<file path="src/rtl/mult_seq_ctl.sv">
// Sequencer for the iterative shift-add multiplier (MULTU/MADDU): init pulse, WIDTH steps, HI/LO write.
// Optional MULT_PERF_CNT_EN adds a saturating stall_cycles counter output.
module mult_seq_ctl #(
    parameter int WIDTH = 32,
    parameter int CNT_W = 6
) (
    input  logic             clk,
    input  logic             rst_n,
    input  logic             start,
    input  logic [1:0]       op,
    input  logic             flush,
    input  logic             rd_hilo_req,
    output logic             accept,
    output logic             busy,
    output logic             mult_start,
    output logic             mult_step,
    output logic [CNT_W-1:0] step_cnt,
    output logic             acc_sel,
    output logic             hilo_we,
    output logic             done,
    output logic             stall,
`ifdef MULT_PERF_CNT_EN
    output logic [15:0]      stall_cycles,
`endif
    output logic [1:0]       state_dbg
);

    typedef enum logic [1:0] {
        S_IDLE = 2'd0,
        S_INIT = 2'd1,
        S_RUN  = 2'd2,
        S_WB   = 2'd3
    } state_t;

    // Handshake: a request is taken in the cycle where start=1, op is legal and accept=1.
    // The requester keeps start high until it sees accept; there is no separate ready.
    state_t state, state_nxt;
    logic   legal_req;
    logic   last_step;

    assign legal_req = start & ~op[1];
    assign last_step = (step_cnt == CNT_W'(WIDTH - 1));
    assign busy      = (state != S_IDLE);
    assign stall     = rd_hilo_req & busy;
    assign state_dbg = state;

    always_comb begin
        state_nxt  = state;
        accept     = 1'b0;
        mult_start = 1'b0;
        mult_step  = 1'b0;
        hilo_we    = 1'b0;
        done       = 1'b0;
        case (state)
            S_IDLE: begin
                if (legal_req && !flush && rst_n) begin
                    accept    = 1'b1;
                    state_nxt = S_INIT;
                end
            end
            S_INIT: begin
                mult_start = 1'b1;
                state_nxt  = flush ? S_IDLE : S_RUN;
            end
            S_RUN: begin
                mult_step = 1'b1;
                if (flush)          state_nxt = S_IDLE;
                else if (last_step) state_nxt = S_WB;
            end
            S_WB: begin
                if (flush) begin
                    state_nxt = S_IDLE;
                end else begin
                    // A reset edge closing this cycle drops the op, so no write.
                    hilo_we = rst_n;
                    done    = rst_n;
                    if (legal_req && rst_n) begin
                        accept    = 1'b1;
                        state_nxt = S_INIT;
                    end else begin
                        state_nxt = S_IDLE;
                    end
                end
            end
            default: state_nxt = S_IDLE;
        endcase
    end

    always_ff @(posedge clk) begin
        if (!rst_n) begin
            state    <= S_IDLE;
            step_cnt <= '0;
            acc_sel  <= 1'b0;
        end else begin
            state <= state_nxt;
            if (accept) acc_sel <= op[0];
            // step_cnt keeps its final count in WB/IDLE until the next op starts.
            if (flush && busy)         step_cnt <= '0;
            else if (accept)           step_cnt <= '0;
            else if (state == S_INIT)  step_cnt <= '0;
            else if (state == S_RUN)   step_cnt <= step_cnt + CNT_W'(1);
        end
    end

`ifdef MULT_PERF_CNT_EN
    always_ff @(posedge clk) begin
        if (!rst_n)                            stall_cycles <= '0;
        else if (stall && stall_cycles != 16'hFFFF) stall_cycles <= stall_cycles + 16'd1;
    end
`endif

endmodule

</file>
<file path="config.mk">
export PLATFORM = sky130hd
export DESIGN_NAME = mult_seq_ctl
export DESIGN_NICKNAME = d
export VERILOG_FILES = /design/src/rtl/mult_seq_ctl.sv
export SDC_FILE = /design/constraint.sdc
export NUM_CORES = 1
export LEC_CHECK = 0
export ABC_AREA = 1
export BUFFER_PORTS_ARGS = -buffer_cell sky130_fd_sc_hd__buf_2
export CAP_MARGIN = 20
export CORE_AREA = 3 3 40 42
export DETAILED_ROUTE_END_ITERATION = 8
export DIE_AREA = 0 0 43 45
export PLACE_DENSITY = 0.71
export SKIP_LAST_GASP = 1
export SYNTH_ARGS = -nofsm -noshare
export SYNTH_HDL_FRONTEND = slang
export SYNTH_SLANG_ARGS = --single-unit
</file>
<file path="constraint.sdc">
create_clock -name clk -period 2.4 [get_ports clk]
set_input_delay 0.24 -clock clk [delete_from_list [all_inputs] [get_ports clk]]
set_output_delay 0.24 -clock clk [all_outputs]
set_load 0.02 [all_outputs]
</file>
Word level (Yosys, flattened, before mapping). Index checks and enable logic that the tools add are counted. W data, S select, Z words.

Add/subtract/negate cells: 1. Reduce and logical (&&, ||, !) cells: 9. Multiplexer cells: 15. Eq/ne operators: 6. Bitwise logic cells: 4.

Operator list (count): $mux W1 (9); $mux W2 (4); $pmux W2 S4 (1); $add A6 B1 Y6 const B (1); $eq A6 B5 Y1 const B (1); $eq A2 B2 Y1 const B (2); $logic_and A1 B1 Y1 (4); $reduce_or A4 Y1 (1); $ne A3 B3 Y1 const B (1); $and A1 B1 Y1 (2); $eq A2 B1 Y1 const B (1); $logic_not A2 Y1 (1); $ne A2 B2 Y1 const B (1); $not A1 Y1 (2); $pmux W1 S2 (1); $reduce_and A2 Y1 (1); $reduce_bool A2 Y1 (1); $logic_not A1 Y1 (1).

Input bits: 7. Flip-flop bits (word level): 9.

Depth between registers and ports, before layout.
Depth after elaboration: 7. Gate-level depth with buffers: 9.

Worst setup path before layout. OpenSTA, ideal clock, no wires.

Path type: reg-to-output. Start point: reg state[1] (netlist: state_dbg[1]). End point: out hilo_we. Required time: 2160 ps. Cell stages (with the launch flop): 5. Data arrival time: 1607 ps. Path slack: 553 ps. Path through: dfxtp_1 > ha_1 > inv_1 > nor3_1 > buf_4.

Cells in the longest elaborated chain, start to end: 2.

RTL lines: start, declared (RTL line 37) `state_t state, state_nxt;`; start signal, assigned (RTL line 95) `state <= state_nxt;`; $eq A2 B2 Y1; $mux W1; end, declared (RTL line 19) `output logic hilo_we,`.

Every way passes these cells.

Final worst setup path.
Start point: reg state[1] (netlist: state_dbg[1]). End point: out accept.

Cells in the longest elaborated chain, start to end: 2.

RTL lines: $eq A2 B2 Y1 / $logic_not A2 Y1 (equally long branches) (RTL line 54) `case (state)`; $pmux W1 S2 (*) (RTL line 54); end, declared (RTL line 13) `output logic accept,`.

Mark *: on every way between the ends. The rest lies on a longest branch, timed or not.

==> reports/results.tsv <==
stage	metric	value	unit
status	status	finished clean	
routing	vias	557	
die	row_count	13	
grt	grt_max_degree	9	
timing	rsz0062_at_grt	no	
die	die_h	45	um
clock_tree	clk_pin_slew	60	ps
place	dpl.hpwl	972	um
run	drv_cap	0	
routing	dr.pass1.iters	4	
setup_path	setup.worst_path.end_class	primary output	
clock_tree	post_cts_resized	0	
synth	netlist.area_leader.share	30.1	%
synth	synth-edff-count	0	
synth	synthCells	79	
timing	maxSlewHeadroom	77.8	%
setup_path	r2r-start	state_dbg[0]	
clock_tree	cts_buffers	3	
clock_tree	cts_tree	built	
timing	setup_tns	0	ps
routing	route.detailed.drc	0	
clock_tree	post_cts_buffers	0	
routing	post_drt_wl_per_cell	10.4	um
routing	dr.first_iter.drc_count	4	
grt	grt_usage	13.5	%
die	die_area	1940	sq um
synth	avgSynthCellArea	7.59	sq um
routing	vias_per_cell	4.72	
clock_tree	clock-sinks	9	
synth	yosys-top-cells-area	dfxtp_1 (30%), ha_1 (10%), nor2_1 (8.8%)	
setup_path	crit_start	state_dbg[1]	
synth	yosysMostFrequentCell	nor2_1	
timing	clock.fmax	544	MHz
timing	fin_skew	0.840	ps
finish	antenna_cells	0	
pwr	leakagePower	0.396	nW
finish	areaGrowthSynthToFinish	23.4	%
die	start_util	46.6	%
clock_tree	h-tree-depth	1	
synth	async_reset_ff_share	0	%
timing	period_minus_slack	1840	ps
setup_path	crit_fanout	6	
timing	final_max_slew_viol_count	0	
grt	grt_pass1_wl	1.95	mm
place	gp_congestion	0.785	
timing	hold_violations	0	
synth	synth_cell_type_count	20	
grt	antenna_found_initial	0	
finish	nNetsFinal	116	
timing	hold_ws	222	ps
setup_path	cp-start-kind	flip-flop	
timing	layout_worst_path_cycle_share	76.6	%
die	io_pins	23	
hold_path	hold_path.class	input port to flip-flop	
synth	synth_area_leader_cell	dfxtp_1	
setup_path	critPathRequiredTime	2160	ps
clock_tree	cts-hold-fix-buffers	0	
hold_path	hold_start	op[0]	
die	fp.dieW	43	um
pwr	p_per_area	1060	nW/um^2
timing	setup_violations	0	
setup_path	crit_type	flip-flop to primary output	
pwr	irDropWorstVdd	0.570	mV
clock_tree	clockRootBuffer	clkbuf_4	
place	place.port_buffers	22	
setup_path	critPathArrivalTime	1600	ps
synth	synth_seq_area_share	30.1	%
finish	drive_gt1_share	39.8	%
grt	grt_pass1_vias	470	
routing	ant_nets	0	
synth	syn_nets	91	
grt	grt.overflow.total	0	
synth	ys_ff_latch	9	
clock_tree	cts_buffer_depth	2	
synth	netlist_area	599	sq um
routing	wirelength	1.22	mm
clock_tree	clk_latency	260	ps
synth	synth_flop_cell	dfxtp_1	
die	coreArea	1280	sq um
synth	ys_top_cells_by_count	nor2_1 (14), inv_1 (10), nand2_1 (10), dfxtp_1 (9), ha_1 (5)	
synth	ys_warn_count	0	
timing	worstMarginPinSlew	333	ps
worst max-delay path, cell delays in order (launching register included):
cell      delay [ps]
dfxtp_1          460
inv_1            120
ha_1             320
a21oi_4          140
nand2_4           90
clkinv_4          50
buf_2            150
layer usage:
metal,vias to the layer above,GRT usage (%),wire length [um]
met1,255,14.4,504
li1,286,-,-
met3,2,5.98,73
met4,0,3.61,10
met2,14,24.6,635
met5,-,0,0
cell families (layout without fill, tap and decap cells):
logic type,after synthesis,in the layout,synth area share (%)
simple gates,38,38,29.4
buf+inv,16,40,12.1
flops,9,9,30.1
compound gates,6,6,10.6
fa+ha+maj,5,5,10.4
xor+xnor,5,5,7.31
stage by stage:
stage                     utilization [%]  cell area [sq um]  cells  total power [mW]  setup slack, ps
after floorplan                         -                599     79             0.566              553
after CTS                            57.5                739    118             0.794              542
final                                57.5                739    118             0.780              562
after global placement               55.5                713    114             0.656              887
after global routing                 57.5                739    118             0.839              478
after detailed placement             55.5                713    114             0.666              836
flip-flops by register name (all words and copies together) (netlist names):
signal     flops
step_cnt       6
state_dbg      2
acc_sel        1
path summary, 6_finish.rpt:
| path | endpoint | slack [ps] | cells after the start |
|---|---|---|---|
| worst max-delay path | accept | 560 | 6 |
| worst min-delay path | acc_sel | 220 | 3 |
| worst max register to register | state_dbg[0] | 850 | 8 |
| worst min register to register | acc_sel | 490 | 2 |
area by class of cell:
type | count | area [sq um]
fillers | 142 | 546
repair buffers | 22 | 110
flip-flops and latches | 9 | 180
inverters | 14 | 57.6
multi-input cells | 54 | 347
clock buffers | 4 | 26.3
well taps | 15 | 18.8
cells in the final DEF (no fill, tap or decap), drive strengths merged:
cell,count
nand3,3
o21ai,1
nor3,2
o21bai,1
dfxtp,9
nor2,18
nand2,15
clkbuf,4
xor2,3
buf,22
xnor2,2
a21oi,3
o211ai,1
clkinv,1
inv,13
ha,5
report_power, final:
part	internal, mW	total [mW]	switching [mW]
Sequential	0.173	0.206	0.0327
Clock	0.0642	0.119	0.0550
Combinational	0.164	0.455	0.292
Total	0.401	0.780	0.379
(Power assumes the default switching activity.)
